<file path="config.mk">
export PLATFORM = sky130hd
export DESIGN_NAME = program_loader
export DESIGN_NICKNAME = d
export VERILOG_FILES = /design/src/rtl/program_loader.sv
export SDC_FILE = /design/constraint.sdc
export NUM_CORES = 1
export LEC_CHECK = 0
export BUFFER_PORTS_ARGS = -buffer_cell sky130_fd_sc_hd__buf_4
export CAP_MARGIN = 20
export CORE_ASPECT_RATIO = 0.9
export CORE_UTILIZATION = 53
export DETAILED_ROUTE_END_ITERATION = 12
export PLACE_DENSITY = 0.74
export SYNTH_ARGS = -nofsm -noshare
export SYNTH_HDL_FRONTEND = slang
export SYNTH_SLANG_ARGS = --single-unit
</file>
<file path="constraint.sdc">
create_clock -name clk -period 1.6 [get_ports clk]
set_clock_uncertainty 0.05 [all_clocks]
set_input_delay 0.32 -clock clk [delete_from_list [all_inputs] [get_ports clk]]
set_output_delay 0.32 -clock clk [all_outputs]
set_load 0.03 [all_outputs]
</file>
<file path="src/rtl/program_loader.sv">
// Boot-time program loader: streams host bytes into RAM through the MAR path,
// then releases the CPU by dropping cpu_hold.
module program_loader #(
  parameter int RAM_BYTES   = 16,
  parameter int ADDR_W      = 4,
  parameter int SYNC_STAGES = 2
) (
  input  logic              clk,
  input  logic              rst,
  input  logic              load_mode,
  input  logic              host_valid,
  input  logic              host_end,
  input  logic [7:0]        host_data,
  output logic              host_ready,
  output logic              bus_oe,
  output logic [7:0]        bus_out,
  output logic              n_load_addr,
  output logic              n_load_data,
  output logic              n_ram_we,
  output logic              cpu_hold,
  output logic              load_done,
  output logic [ADDR_W:0]   byte_count,
  output logic [2:0]        dbg_state
);

  typedef enum logic [2:0] {
    IDLE      = 3'd0,
    WAIT_BYTE = 3'd1,
    LD_ADDR   = 3'd2,
    LD_DATA   = 3'd3,
    WRITE     = 3'd4,
    DONE      = 3'd5,
    RUN       = 3'd6
  } state_t;

  localparam int                CNT_W  = $clog2(SYNC_STAGES + 2);
  localparam logic [CNT_W-1:0]  SETTLE = CNT_W'(SYNC_STAGES + 1);
  localparam logic [ADDR_W:0]   LAST   = (ADDR_W + 1)'(RAM_BYTES);

  state_t                   state;
  logic [CNT_W-1:0]         settle_cnt;
  logic [ADDR_W-1:0]        addr;
  logic [7:0]               data_q;
  logic [SYNC_STAGES-1:0]   mode_sync;
  logic [SYNC_STAGES-1:0]   valid_sync;
  logic [SYNC_STAGES-1:0]   end_sync;
  logic                     valid_prev;
  logic                     end_prev;
  logic                     mode_s;
  logic                     valid_s;
  logic                     end_s;
  logic                     valid_rise;
  logic                     end_rise;

  assign mode_s     = mode_sync[SYNC_STAGES-1];
  assign valid_s    = valid_sync[SYNC_STAGES-1];
  assign end_s      = end_sync[SYNC_STAGES-1];
  assign valid_rise = valid_s & ~valid_prev;
  assign end_rise   = end_s & ~end_prev;
  assign dbg_state  = state;

  // Host handshake: host_ready is high only in WAIT_BYTE; a synchronised rising
  // edge of host_valid while host_ready is high transfers host_data, and any
  // edge seen while host_ready is low is dropped.
  always_ff @(posedge clk or posedge rst) begin
    if (rst) begin
      state       <= IDLE;
      settle_cnt  <= '0;
      addr        <= '0;
      data_q      <= '0;
      mode_sync   <= '0;
      valid_sync  <= '0;
      end_sync    <= '0;
      valid_prev  <= 1'b0;
      end_prev    <= 1'b0;
      host_ready  <= 1'b0;
      bus_oe      <= 1'b0;
      bus_out     <= '0;
      n_load_addr <= 1'b1;
      n_load_data <= 1'b1;
      n_ram_we    <= 1'b1;
      cpu_hold    <= 1'b1;
      load_done   <= 1'b0;
      byte_count  <= '0;
    end else begin
      mode_sync   <= {mode_sync[SYNC_STAGES-2:0], load_mode};
      valid_sync  <= {valid_sync[SYNC_STAGES-2:0], host_valid};
      end_sync    <= {end_sync[SYNC_STAGES-2:0], host_end};
      valid_prev  <= valid_s;
      end_prev    <= end_s;
      // Outputs are decoded from the state being entered, so they line up with it.
      host_ready  <= 1'b0;
      bus_oe      <= 1'b0;
      bus_out     <= '0;
      n_load_addr <= 1'b1;
      n_load_data <= 1'b1;
      n_ram_we    <= 1'b1;
      case (state)
        IDLE: begin
          if (settle_cnt == SETTLE) begin
            if (mode_s) begin
              state      <= WAIT_BYTE;
              host_ready <= 1'b1;
            end else begin
              state    <= RUN;
              cpu_hold <= 1'b0;
            end
          end else begin
            settle_cnt <= settle_cnt + 1'b1;
          end
        end
        WAIT_BYTE: begin
          // A byte wins over a simultaneous end edge; the end edge is consumed.
          if (valid_rise) begin
            data_q      <= host_data;
            state       <= LD_ADDR;
            bus_oe      <= 1'b1;
            bus_out     <= 8'(addr);
            n_load_addr <= 1'b0;
          end else if (end_rise) begin
            state     <= DONE;
            load_done <= 1'b1;
          end else begin
            host_ready <= 1'b1;
          end
        end
        LD_ADDR: begin
          state       <= LD_DATA;
          bus_oe      <= 1'b1;
          bus_out     <= data_q;
          n_load_data <= 1'b0;
        end
        LD_DATA: begin
          state    <= WRITE;
          n_ram_we <= 1'b0;
        end
        WRITE: begin
          byte_count <= byte_count + 1'b1;
          if ((byte_count + 1'b1) == LAST) begin
            state     <= DONE;
            load_done <= 1'b1;
          end else begin
            addr       <= addr + 1'b1;
            state      <= WAIT_BYTE;
            host_ready <= 1'b1;
          end
        end
        DONE: begin
          if (!mode_s) begin
            state     <= RUN;
            load_done <= 1'b0;
            cpu_hold  <= 1'b0;
          end
        end
        RUN: begin
          state <= RUN;
        end
        default: begin
          state <= IDLE;
        end
      endcase
    end
  end

endmodule

</file>
# After elaboration in Yosys (flattened, before gate mapping)
# Index checks and enable logic that the tools add are counted.
# Widths: inputs -> output; s select.
dict set report totals {
  inputBits 13
  memories 0
  rom_bits 0
  word_cells 79
  register_bits 45
  latchBits 0
  ramBits 0
}
dict set report classes {
  order_cmp 0
  n_bitwise 6
  mul 0
  eq_ne 14
  reduce_logical 9
  addsub 3
  shift 0
  n_mux 29
  n_div 0
}
# op count
set op_table {}
lappend op_table {{$pmux 3 s7} 1}
lappend op_table {{$mux 3} 6}
lappend op_table {{$mux 1} 16}
lappend op_table {{$pmux 8 s2} 1}
lappend op_table {{$ne 2x2->1 const B} 5}
lappend op_table {{$eq 3x3->1 const B} 3}
lappend op_table {{$reduce_and 2->1} 4}
lappend op_table {{$eq 3x2->1 const B} 2}
lappend op_table {{$pmux 1 s3} 2}
lappend op_table {{$add 5x1->5 const B} 1}
lappend op_table {{$eq 5x5->1 const B} 1}
lappend op_table {{$reduce_and 5->1} 1}
lappend op_table {{$add 4x1->4 const B} 1}
lappend op_table {{$mux 4} 1}
lappend op_table {{$not 1->1} 4}
lappend op_table {{$pmux 1 s2} 2}
lappend op_table {{$eq 3x1->1 const B} 1}
lappend op_table {{$logic_not 3->1} 1}
lappend op_table {{$ne 3x3->1 const B} 1}
lappend op_table {{$reduce_and 3->1} 1}
lappend op_table {{$reduce_bool 3->1} 1}
lappend op_table {{$add 2x1->2 const B} 1}
lappend op_table {{$and 1x1->1} 2}
lappend op_table {{$eq 2x2->1 const B} 1}
lappend op_table {{$reduce_bool 2->1} 1}

# Depth between registers and ports, before layout
# Gate-level depths: netlist of the first run.
dict set report depth {
  word_depth 5
  ltp_mapped 6
  ltp_nobuf 5
}

# Worst setup path after synthesis of the first run
# No wires, ideal clock.
dict set report synth_timing {
  path_kind {register to register}
  start {reg state[0] (netlist: dbg_state[0])}
  end {reg settle_cnt[1]}
  arrival_time_ns 1.432
  setup_time_ns 0.125
  n_path_buf 1
  required_ns 1.425
  stages_incl_launch_ff 4
  setup_slack_ns -0.007
  cell_sequence {dfrtp_1 > buf_6 > nor4_1 > mux2_2}
}
dict set report synth_via {
  elab_chain_cells 2
}
# item line
set synth_rtl {}
lappend synth_rtl {{start, declared} 40} ;# state_t state;
lappend synth_rtl {{start signal, assigned} 67} ;# state <= IDLE;
lappend synth_rtl {{start signal, assigned} 102} ;# state <= WAIT_BYTE;
lappend synth_rtl {{start signal, assigned} 105} ;# state <= RUN;
lappend synth_rtl {{$logic_not 3->1} 98} ;# case (state)
lappend synth_rtl {{$reduce_and 2->1 (no line)} n/a}
lappend synth_rtl {{end signal, assigned} 109} ;# settle_cnt <= settle_cnt + 1'b1;
lappend synth_rtl {{end, declared} 41} ;# logic [CNT_W-1:0] settle_cnt;
# Every way passes these cells.
# A chain may end at the register's enable or synchronous reset.

# Worst setup path in the final report of the first run
dict set report layout_timing {
  start {reg state[1] (netlist: dbg_state[1])}
  end {out dbg_state[1]}
}
# item line
set layout_rtl {}
lappend layout_rtl {{end, declared} 23} ;# output logic [2:0] dbg_state
# No word-level cell between the ends.

==> results.toml, run 1 <==
[outcome]
status = "finished clean"

[drt]
avgRoutedWirePerCell_um = 13.49
viasPerCell = 5.382
wl_met3_um = 198
drt_wl_total_um = 3359
first_pass_iters = 5
drt_iter0_markers = 58
wl_met2_um = 1618
drc = 0
drt-met1-wl_um = 1495
via_count = 1340
final_antenna_net_count = 0
top_layer = "met4"

[timing]
fin_crit_sh_pct = 96.03
fmax_mhz = 650.8
final_hold_viol_count = 0
slew_headroom_pct = 74.28
maxSlewViolCount = 0
setup_viol = 0
fin_ws_ns = 0.06354
worst_pin_slew_ns = 0.3836
layout_min_cycle_time_ns = 1.536
setup_tns_ns = 0
hold_slack_ns = 0.003737

[global_routing]
antenna_found_initial = 0
overflow = 0
grt_pass1_vias = 1292
grt_util_all_layers_pct = 20.37
grt_max_degree = 46
grt_pass1_wl_um = 5664

[setup_path]
critical_path.top_delay_family = "flip-flops"
critPathKind = "flop to primary output"
cp_num_buf_inv = 2
cp_cell_sequence = "buf_4, buf_4"
cpMostUsedCell = "buf_4"
crit_path_end_kind = "primary output"
cp_max_fo = 9
startpoint_type = "flop"
cp.required_ns = 1.23
arrival_ns = 1.17
slowest_stage = "dfrtp_2"
slowest_delay_ns = 0.50

[synthesis]
synth_edf_count = 0
synthXorXnorAreaFrac_pct = 3.812
ys_seq_area_share_pct = 61.54
ys_ff_latch = 45
syn_area_mm2 = 0.001838
synthArstFlopShare_pct = 100.0
syn-instance-count = 158
synth_compound_gate_area_share_pct = 11.37
synth_area_leaders = "dfrtp_1 56%, nand2_1 6.7%, dfstp_2 5.7%, xnor2_1 2.9%, and3_1 2.0%"
synth.avg_cell_area_um2 = 11.63
synth_top_family_by_area = "simple AND/OR/NAND/NOR gates"
synthAdderAreaFrac_pct = 2.042
ys.warnings.count = 0
muxShareOfSynthArea_pct = 2.042
synth_area_leader_cell = "dfrtp_1"
synth-simple-area-share_pct = 16.41
synth_cell_types = 43
synthDominantCellAreaShare_pct = 55.82
syn-num-nets = 174
synthFlopType = "dfrtp_1"

[finish]
fin_nets = 222
drive_gt1_share_pct = 36.23
layoutNonFillerInstCount = 249
finalInstanceArea_mm2 = 0.002331
num-fill-cells = 228
n_antenna_cell = 0
area_growth_syn_to_layout_pct = 26.82

[floorplanning]
die_w_um = 64.08
initial_core_util_pct = 57.70
die_h_um = 57.87
num_rows = 19
dieArea_mm2 = 0.003708
io-pin-count = 36
core_area_mm2 = 0.003186

[placement]
pre_cts_ws_ns = 0.06016
place_hpwl_um = 2394
dpl-instance-area_mm2 = 0.002227
place_inst = 241
portBuffers = 35
place.gp.congestion = 0.8547

[clock_tree]
cts.sinks = 45
clockBufferDepth = 2
path_clk_slew_ns = 0.08
cts.htree.levels = 2
cts_resized = 1
cts_tree = "done"
cts_root_buf = "clkbuf_8"
cts_setup_buffers = 0
hold_buffers = 0
clk_latency_ns = 0.29
cts_buffers = 5

[pwr]
power.density_mw_per_mm2 = 1907
power.ir.vdd_worst_mv = 1.120
leakage_uw = 0.001113

[flow_run]
maxCapViolCount = 0

[min_path]
hold_class = "primary input to async pin"
worst paths after layout:
path / cells past startpoint / to / from / slack (ns)
max in group asynchronous: 3 / n_load_addr / rst / 1.22
worst max register to register: 5 / byte_count[3] / dbg_state[2] / 0.08
min in group clk: 1 / end_sync[0] / host_end / 0.08
worst min register to register: 0 / mode_sync[1] / mode_sync[0] / 0.30
worst max-delay path: 2 / dbg_state[1] / dbg_state[1] / 0.06
worst min-delay path: 3 / end_prev / rst / 0.004
layout by cell type, fill, tap and decap left out, types with 5 or more instances in the layout:
cell type / n
a21oi_1: 5
and3_1: 5
buf_4: 45
clkbuf_8: 5
dfrtp_1: 37
nand2_1: 33
nor2_1: 5
xnor2_1: 6
logic make-up after synthesis:
kind of cell               after synthesis
and+or+nand+nor                         60
DFF                                     45
AOI/OAI and AO/OA                       28
buffers and inverters                   11
xor gates and xnor gates                 8
muxes                                    3
adders and majority gates                3
per-layer routing:
layer,track usage (%),vias to the layer above
li1,-,639
met1,25.53,647
met2,35.11,47
met3,4.724,7
met4,6.818,0
met5,0,-
synth_stat cells (2+ instances only):
library cell,n
clkbuf_1,2
mux2_2,2
a21oi_1,5
nand4_1,2
inv_2,2
xnor2_1,6
xor2_1,2
and3_1,6
inv_1,4
nand2_1,33
o21ai_0,4
a31oi_1,2
dfrtp_1,41
o211ai_1,2
a22o_1,4
nand2b_1,2
nor2b_1,2
ha_1,3
nor2_1,5
o31ai_1,2
buf_2,2
dfstp_2,4
per-stage QoR:
stage          total power, uW  util, %
2_1_floorplan             3082        -
3_3_place_gp              3707    69.91
3_5_place_dp              3768    69.91
4_1_cts                   4427    72.51
5_1_grt                   4735    73.17
6_report                  4446    73.17
where the power goes:
part | switching [uW] | internal, uW
registers | 346 | 1540
clock network | 342 | 306
logic | 1110 | 810
total | 1790 | 2650
state kept, by name (all words and copies together), names as in the netlist:
signal,count
byte_count,5
valid_sync,2
data_q,8
end_prev,1
load_done,1
n_ram_we,1
n_load_addr,1
n_load_data,1
cpu_hold,1
dbg_state,3
end_sync,2
valid_prev,1
mode_sync,2
bus_oe,1
bus_out,8
settle_cnt,2
host_ready,1
addr,4
cell type report:
class                   instances  area [um^2]  area share [%]
clock inverters                 1        5.005          0.2147
well taps                      42        52.55           2.254
repair buffers                 46        357.8           15.35
flip-flops and latches         45         1136           48.74
multi-input cells             102        680.7           29.20
clock buffers                   7        76.32           3.274
inverters                       6        22.52          0.9662
worst reg2reg max path: stages, from the launching register on:
cell and delay [ns]:
dfrtp_1 0.49, inv_1 0.16, nor3_4 0.24, buf_4 0.19
nand4_1 0.12, xnor2_1 0.15
No activity file was read; power rests on OpenSTA's default activity.
==> inputs of run 2 (changes only) <==
CAP_MARGIN = default   (was 20)
CORE_UTILIZATION = 55   (was 53)
PLACE_DENSITY = 0.77   (was 0.74)
clock period = 2 ns   (was 1.6 ns; I/O delays follow)
==> run 2 against run 1 <==
Final cell count decreased by 3.2%. Core utilization decreased by 0.98 points. Worst hold slack improved by 0.15 ns. Power decreased by 22%. Routed wire length decreased by 7.5%. Via count decreased by 5.4%. Die area decreased by 3.5%. Global-route usage decreased by 0.98 points. Cell area decreased by 3.5%. Largest cell class unchanged. Highest routed layer unchanged.
==> results.toml, run 2 (synthesis gave the netlist of run 1 again) <==
[outcome]
status = "finished clean"

[timing]
fin_ws_ns = 0.2247
final_hold_viol_count = 0
setup_viol = 0
hold_slack_ns = 0.1561
rsz0062_at_grt = "false"
fin_crit_sh_pct = 88.77
layout_min_cycle_time_ns = 1.775
fmax_mhz = 563.3
maxSlewViolCount = 0
setup_tns_ns = 0
slew_headroom_pct = 62.50
worst_pin_slew_ns = 0.5626

[pwr]
leakage_uw = 0.001086
power.density_mw_per_mm2 = 1549
power.ir.vdd_worst_mv = 0.9168

[drt]
via_count = 1268
drc = 0
drt_iter0_markers = 49
drt_wl_total_um = 3108
avgRoutedWirePerCell_um = 12.90
final_antenna_net_count = 0
first_pass_iters = 4
viasPerCell = 5.261

[finish]
fin_nets = 214
finalInstanceArea_mm2 = 0.002248
num-fill-cells = 225
layout_commonest_cell = "dfrtp_1"
n_antenna_cell = 0
reg.largest.list = "bus_out: 8 flops, data_q: 8 flops, byte_count: 5 flops"
area_growth_syn_to_layout_pct = 22.33
final_util_pct = 72.20
final_cell_mix = "41 x dfrtp_1, 38 x buf_4, 33 x nand2_1"
drive_gt1_share_pct = 30.65

[global_routing]
grt_util_all_layers_pct = 19.38
grt_max_degree = 46
antenna_found_initial = 0
grt_pass1_vias = 1155
overflow = 0
grt_pass1_wl_um = 5237

[clock_tree]
cts.htree.levels = 2
cts_setup_buffers = 0
cts.sinks = 45
path_clk_slew_ns = 0.08
cts_resized = 0
clk_latency_ns = 0.29
cts_root_buf = "clkbuf_8"
cts_tree = "done"
clockBufferDepth = 2
cts_buffers = 5
hold_buffers = 0

[floorplanning]
core_area_mm2 = 0.003114
io-pin-count = 36
dieArea_mm2 = 0.003577
initial_core_util_pct = 59.02
die_h_um = 56.84
num_rows = 19
die_w_um = 62.94

[setup_path]
arrival_ns = 1.91
reg2reg_slack_ns = 0.22
cp_cell_sequence = "inv_1, nor3_4, o21ai_2, mux2_4"
critPathKind = "flop to flop"
startpoint_type = "flop"
slowest_delay_ns = 0.63
cp_max_fo = 17
reg2reg_depth = 4
crit_path_end_kind = "flop"
slowest_stage = "dfrtp_1"
r2r-start = "dbg_state[2]"
cp.required_ns = 2.13
rr_endpoint = "addr[1]"

[placement]
pre_cts_ws_ns = 0.2596
portBuffers = 35
place.gp.congestion = 0.7989
place_hpwl_um = 2265
dpl-instance-area_mm2 = 0.002147

[min_path]
hold_depth = 1
worstHoldStart = "load_mode"
hold_class = "primary input to flop"
whs_endpoint = "mode_sync[0]"

[flow_run]
maxCapViolCount = 0
run 2: cell count changes in the layout (fill, tap and decap cells not counted), moves of 2 or more:
cell,previous run,this run
buf_4,45,38
dfrtp_1,37,41
dfrtp_2,4,0
clkbuf_1,2,0
clkbuf_8,5,7
run 2: report_power, final:
part / total (uW) / switching [uW] / leakage (uW) / internal, uW
logic: 1370 / 800 / 0.000488 / 566
registers: 1520 / 306 / 0.000543 / 1220
clock network: 593 / 281 / 0.0000542 / 312
run 2: how the worst max path moves through the flow:
stage	startpoint	cells after the start	endpoint
global placement	dbg_state[2]	4	addr[1]
floorplan	dbg_state[0]	3	settle_cnt[1]
CTS	dbg_state[2]	4	addr[1]
global route	dbg_state[2]	4	addr[1]
detailed placement	dbg_state[2]	4	addr[1]
finish	dbg_state[2]	4	addr[1]
run 2: through the flow:
step | std cells | power (uW)
2_1_floorplan | 158 | 2458
3_3_place_gp | 233 | 2852
3_5_place_dp | 233 | 2914
4_1_cts | 241 | 3509
5_1_grt | 241 | 3704
6_report | 241 | 3484
run 2: routing by layer:
metal	part of all wire, %	track usage (%)	wire length [um]
met5	0	0	0
met4	1.4	6.645	44
met3	5.0	5.488	156
met2	49	31.64	1537
met1	44	24.79	1370
run 2: area by class of cell:
class	instances	area, um^2	share of cell area [%]
Sequential cell	45	1131	50.31
Multi-Input combinational cell	102	655.6	29.16
Timing Repair Buffer	38	285.3	12.69
Clock buffer	7	96.34	4.285
Tap cell	42	52.55	2.337
Inverter	6	22.52	1.002
Clock inverter	1	5.005	0.2226
run 2: worst max-delay path: cells and delay by family, from the launching register on:
kind                   cells  cell delay (ns)
muxes                      1             0.31
buffers and inverters      1             0.20
and+or+nand+nor            1             0.34
DFF                        1             0.63
AOI/OAI and AO/OA          1             0.14
